[src/rtl/mitm_control.sv]
// SPI man-in-the-middle: resynchronizes and forwards {ss,sclk,mosi,miso}, snoops words.
// Define MITM_MOSI_TAMPER_EN to XOR the forwarded MOSI stream with TAMPER_MASK.

module mitm_sync_line #(
  parameter int STAGES = 2
) (
  input  logic sys_clk,
  input  logic rst,
  input  logic d,
  output logic q
);
  logic [STAGES-1:0] ff;

  always_ff @(posedge sys_clk or negedge rst) begin
    if (!rst) ff <= '0;
    else      ff <= {ff[STAGES-2:0], d};
  end

  assign q = ff[STAGES-1];
endmodule

module mitm_control #(
  parameter int                   DATA_SIZE   = 8,
  parameter int                   BUS_WIDTH   = 4,
  parameter int                   SYNC_STAGES = 2,
  parameter logic [DATA_SIZE-1:0] TAMPER_MASK = {DATA_SIZE{1'b1}}
) (
  input  logic sys_clk,
  input  logic rst,
  input  logic miso_in,
  input  logic mosi_in,
  input  logic sclk_in,
  input  logic ss_in,
  output logic miso_out,
  output logic mosi_out,
  output logic sclk_out,
  output logic ss_out
);
  localparam int CW    = (DATA_SIZE > 1) ? $clog2(DATA_SIZE) : 1;
  localparam int L_SS  = 3;
  localparam int L_SCK = 2;
  localparam int L_MO  = 1;
  localparam int L_MI  = 0;

  if (SYNC_STAGES < 2 || BUS_WIDTH != 4 || $bits(TAMPER_MASK) != DATA_SIZE) begin : g_bad_cfg
    $error("mitm_control: unsupported parameter set");
  end

  logic [BUS_WIDTH-1:0] bus_in, bus_sync;
  assign bus_in = {ss_in, sclk_in, mosi_in, miso_in};

  for (genvar g = 0; g < BUS_WIDTH; g++) begin : g_lane
    mitm_sync_line #(.STAGES(SYNC_STAGES)) u_sync (
      .sys_clk (sys_clk),
      .rst     (rst),
      .d       (bus_in[g]),
      .q       (bus_sync[g])
    );
  end

  logic ss, sclk, mosi, miso;
  assign ss   = bus_sync[L_SS];
  assign sclk = bus_sync[L_SCK];
  assign mosi = bus_sync[L_MO];
  assign miso = bus_sync[L_MI];

  logic ss_prev, sclk_prev;
  logic sclk_rise, ss_rise, ss_fall;
  assign sclk_rise = sclk & ~sclk_prev;
  assign ss_rise   = ss & ~ss_prev;
  assign ss_fall   = ~ss & ss_prev;

  logic [CW-1:0]        bit_cnt;
  logic [DATA_SIZE-1:0] rx_mosi, rx_miso, cap_mosi, cap_miso;
  logic                 cap_valid;

  always_ff @(posedge sys_clk or negedge rst) begin
    if (!rst) begin
      ss_prev   <= 1'b0;
      sclk_prev <= 1'b0;
      bit_cnt   <= '0;
      rx_mosi   <= '0;
      rx_miso   <= '0;
      cap_mosi  <= '0;
      cap_miso  <= '0;
      cap_valid <= 1'b0;
    end else begin
      ss_prev   <= ss;
      sclk_prev <= sclk;
      cap_valid <= 1'b0;
      // ss_rise is checked first so an SCLK edge coincident with SS rising is dropped
      if (ss_rise) begin
        bit_cnt <= '0;
        rx_mosi <= '0;
        rx_miso <= '0;
      end else if (ss_fall) begin
        bit_cnt <= '0;
      end else if (sclk_rise && ss) begin
        rx_mosi <= {rx_mosi[DATA_SIZE-2:0], mosi};
        rx_miso <= {rx_miso[DATA_SIZE-2:0], miso};
        if (bit_cnt == CW'(DATA_SIZE-1)) begin
          cap_mosi  <= {rx_mosi[DATA_SIZE-2:0], mosi};
          cap_miso  <= {rx_miso[DATA_SIZE-2:0], miso};
          cap_valid <= 1'b1;
          bit_cnt   <= '0;
        end else begin
          bit_cnt <= bit_cnt + 1'b1;
        end
      end
    end
  end

  logic mosi_fwd;
`ifdef MITM_MOSI_TAMPER_EN
  // bit_cnt counts edges already taken, so it indexes the bit now on the wire
  logic [CW-1:0] bit_idx;
  assign bit_idx  = CW'(DATA_SIZE-1) - bit_cnt;
  assign mosi_fwd = ss ? (mosi ^ TAMPER_MASK[bit_idx]) : mosi;
`else
  assign mosi_fwd = mosi;
`endif

  always_ff @(posedge sys_clk or negedge rst) begin
    if (!rst) begin
      miso_out <= 1'b0;
      mosi_out <= 1'b0;
      sclk_out <= 1'b0;
      ss_out   <= 1'b0;
    end else begin
      miso_out <= miso;
      mosi_out <= mosi_fwd;
      sclk_out <= sclk;
      ss_out   <= ss;
    end
  end
endmodule

[config.mk]
export PLATFORM = sky130hd
export DESIGN_NAME = mitm_control
export DESIGN_NICKNAME = d
export VERILOG_FILES = /design/src/rtl/mitm_control.sv
export SDC_FILE = /design/constraint.sdc
export NUM_CORES = 1
export LEC_CHECK = 0
export CORE_AREA = 2 2 39 41
export DETAILED_ROUTE_END_ITERATION = 10
export DIE_AREA = 0 0 41 43
export SLEW_MARGIN = 5
export SYNTH_ARGS = -nofsm -noshare
export SYNTH_HDL_FRONTEND = slang
export SYNTH_SLANG_ARGS = --single-unit
[constraint.sdc]
create_clock -name sys_clk -period 1.4 [get_ports sys_clk]
set_input_delay 0.14 -clock sys_clk [delete_from_list [all_inputs] [get_ports sys_clk]]
set_output_delay 0.14 -clock sys_clk [all_outputs]
set_load 0.1 [all_outputs]
==> flow_summary.json <==
{
  "root_buffer": "clkbuf_4",
  "track_usage": 0.0658,
  "drv_cap": 0,
  "drtPass1Iterations": 1,
  "cts.repair.resized": 0,
  "io_buffers": 9,
  "fin_tns_setup_ns": 0,
  "drt_iter0_drc": 0,
  "diodes": 0,
  "dieArea_sq_um": 1760,
  "crit_path_top_delay_cell": "dfrtp_1",
  "p_leak_nw": 0.211,
  "critPathArrivalTime_ns": 0.83,
  "clk_latency_ns": 0.26,
  "die_h_um": 43,
  "synth_fp_nets": 18,
  "ys_ff_latch": 12,
  "hold_violations": 0,
  "vias": 139,
  "wirelength_um": 380,
  "placed_cells": 37,
  "ant_nets": 0,
  "layout_commonest_cell": "dfrtp_1",
  "antenna_found_initial": 0,
  "wl_per_cell_um": 9.50,
  "final_cells": 40,
  "ir_drop_v": 0.000488,
  "cpPeakStageDelay_ns": 0.40,
  "layout_common_cells": "dfrtp_1 (12), clkdlybuf4s50_1 (5), buf_12 (4), clkbuf_4 (3)",
  "hold_class": "input pin to asynchronous set/reset pin",
  "tritoncts": "built",
  "multi_input_cells": 0,
  "yosys_warnings": 0,
  "status": "completed",
  "fmax_mhz": 1030,
  "cts_htree_levels": 1,
  "endpoint_kind": "output port",
  "grt_pass1_wl_um": 655,
  "timing.rr.start": "g_lane[3].u_sync.ff[0]$_DFF_PN0_",
  "grt_max_degree": 13,
  "rows": 14,
  "fin_nets": 32,
  "yosysSeqAreaShare": 1.00,
  "drc": 0,
  "crit_buf_inv": 1,
  "setup_viol": 0,
  "num-fill-cells": 136,
  "clkTransAtPathRegs_ns": 0.06,
  "period_share": 0.695,
  "layout-drive-gt1-share": 0.292,
  "area_growth_pct": 57.5,
  "r2r_cells": 0,
  "vias_per_cell": 3.48,
  "synth_top_area_frac": 1.00,
  "ios": 10,
  "clockBufferDepth": 2,
  "yosys-top-cells-area": "dfrtp_1 (100%)",
  "critPathKind": "flop to output port",
  "start_util": 0.217,
  "syn_area_per_cell_sq_um": 25.0,
  "cts_sinks": 12,
  "cp_top_family": "flip-flops",
  "gp_congestion": 0.580,
  "cts_hold_buf": 0,
  "crit_path_cell_trace": "buf_12",
  "mappedNetlistArea_sq_um": 300,
  "critical_path_required_ns": 1.26,
  "grt_pass1_vias": 165,
  "cts_buffers": 3,
  "timing.rr.end": "g_lane[3].u_sync.ff[1]$_DFF_PN0_",
  "rrSetupSlack_ns": 0.92,
  "yosysUniqueCellTypes": 1,
  "multi_input_area_sq_um": 0,
  "skew_ns": 0.000727,
  "chipWidth_um": 41,
  "synthesis.instances": 12,
  "core_area_sq_um": 1380,
  "p_total_mw": 0.653,
  "rsz0062_at_grt": "no",
  "cp_max_fo": 1,
  "startpoint_type": "flop",
  "cts_setup_buffers": 0,
  "worst_pin_slew_ns": 0.502,
  "grt_overflow": 0,
  "slew_viol_final": 0,
  "relSlewSlack": 0.664,
  "power.density_nw_per_um2": 1380,
  "period_needed_ns": 0.973,
  "synth_top_cell_by_area": "dfrtp_1"
}
-- synthesized netlist by cell type (all sizes together) --
cell	count
dfrtp	12
-- report_power, final --
group,leakage [nW],internal (mW),total (mW),switching (mW)
clock,0.0138,0.0991,0.192,0.0931
sequential,0.140,0.364,0.372,0.00788
combinational,0.0571,0.0346,0.0886,0.0540
-- metal layers --
metal / vias up / routed length [um] / track usage / part of all wire
met3: 0 / 52 / 0.0471 / 0.14
met5: - / 0 / 0 / 0
met4: 0 / 0 / 0.0600 / 0
li1: 61 / - / - / -
met1: 68 / 122 / 0.0556 / 0.32
met2: 10 / 205 / 0.0938 / 0.54
-- area by class of cell --
class	instances	area, sq um	area share
sequential	12	300	0.635
timing repair buffer	9	130	0.275
clock buffer	3	22.5	0.0476
tap	16	20.0	0.0423
-- logic make-up (layout without fill, tap and decap cells) --
group | after synthesis | after routing | synth area share
buf+inv | 0 | 12 | 0
flops | 12 | 12 | 1.00
-- per-stage QoR --
stage	setup WS [ns]	area, sq um	hold WS (ns)	util
6_report	0.427	473	0.218	0.342
5_1_grt	0.386	473	0.266	0.342
4_1_cts	0.406	473	0.234	0.342
3_5_place_dp	0.520	450	0.336	0.325
3_3_place_gp	0.589	450	0.331	0.325
2_1_floorplan	0.377	300	-0.156	-
-- registers in the layout (all words and copies together) (netlist names) --
name / count
miso_out: 1
mosi_out: 1
sclk_out: 1
g_lane.u_sync.ff: 8
ss_out: 1
-- how the worst max path moves through the flow --
stage | start | endpoint | slack, ns | depth (start not counted)
final | ss_out$_DFF_PN0_ | ss_out | 0.43 | 1
after global routing | ss_out$_DFF_PN0_ | ss_out | 0.39 | 1
after CTS | ss_out$_DFF_PN0_ | ss_out | 0.41 | 1
after detailed placement | rst | g_lane[0].u_sync.ff[0]$_DFF_PN0_ | 0.52 | 1
after global placement | rst | g_lane[0].u_sync.ff[0]$_DFF_PN0_ | 0.59 | 1
after floorplan | miso_out$_DFF_PN0_ | miso_out | 0.38 | 0
Power figures use the tool's default switching activity.
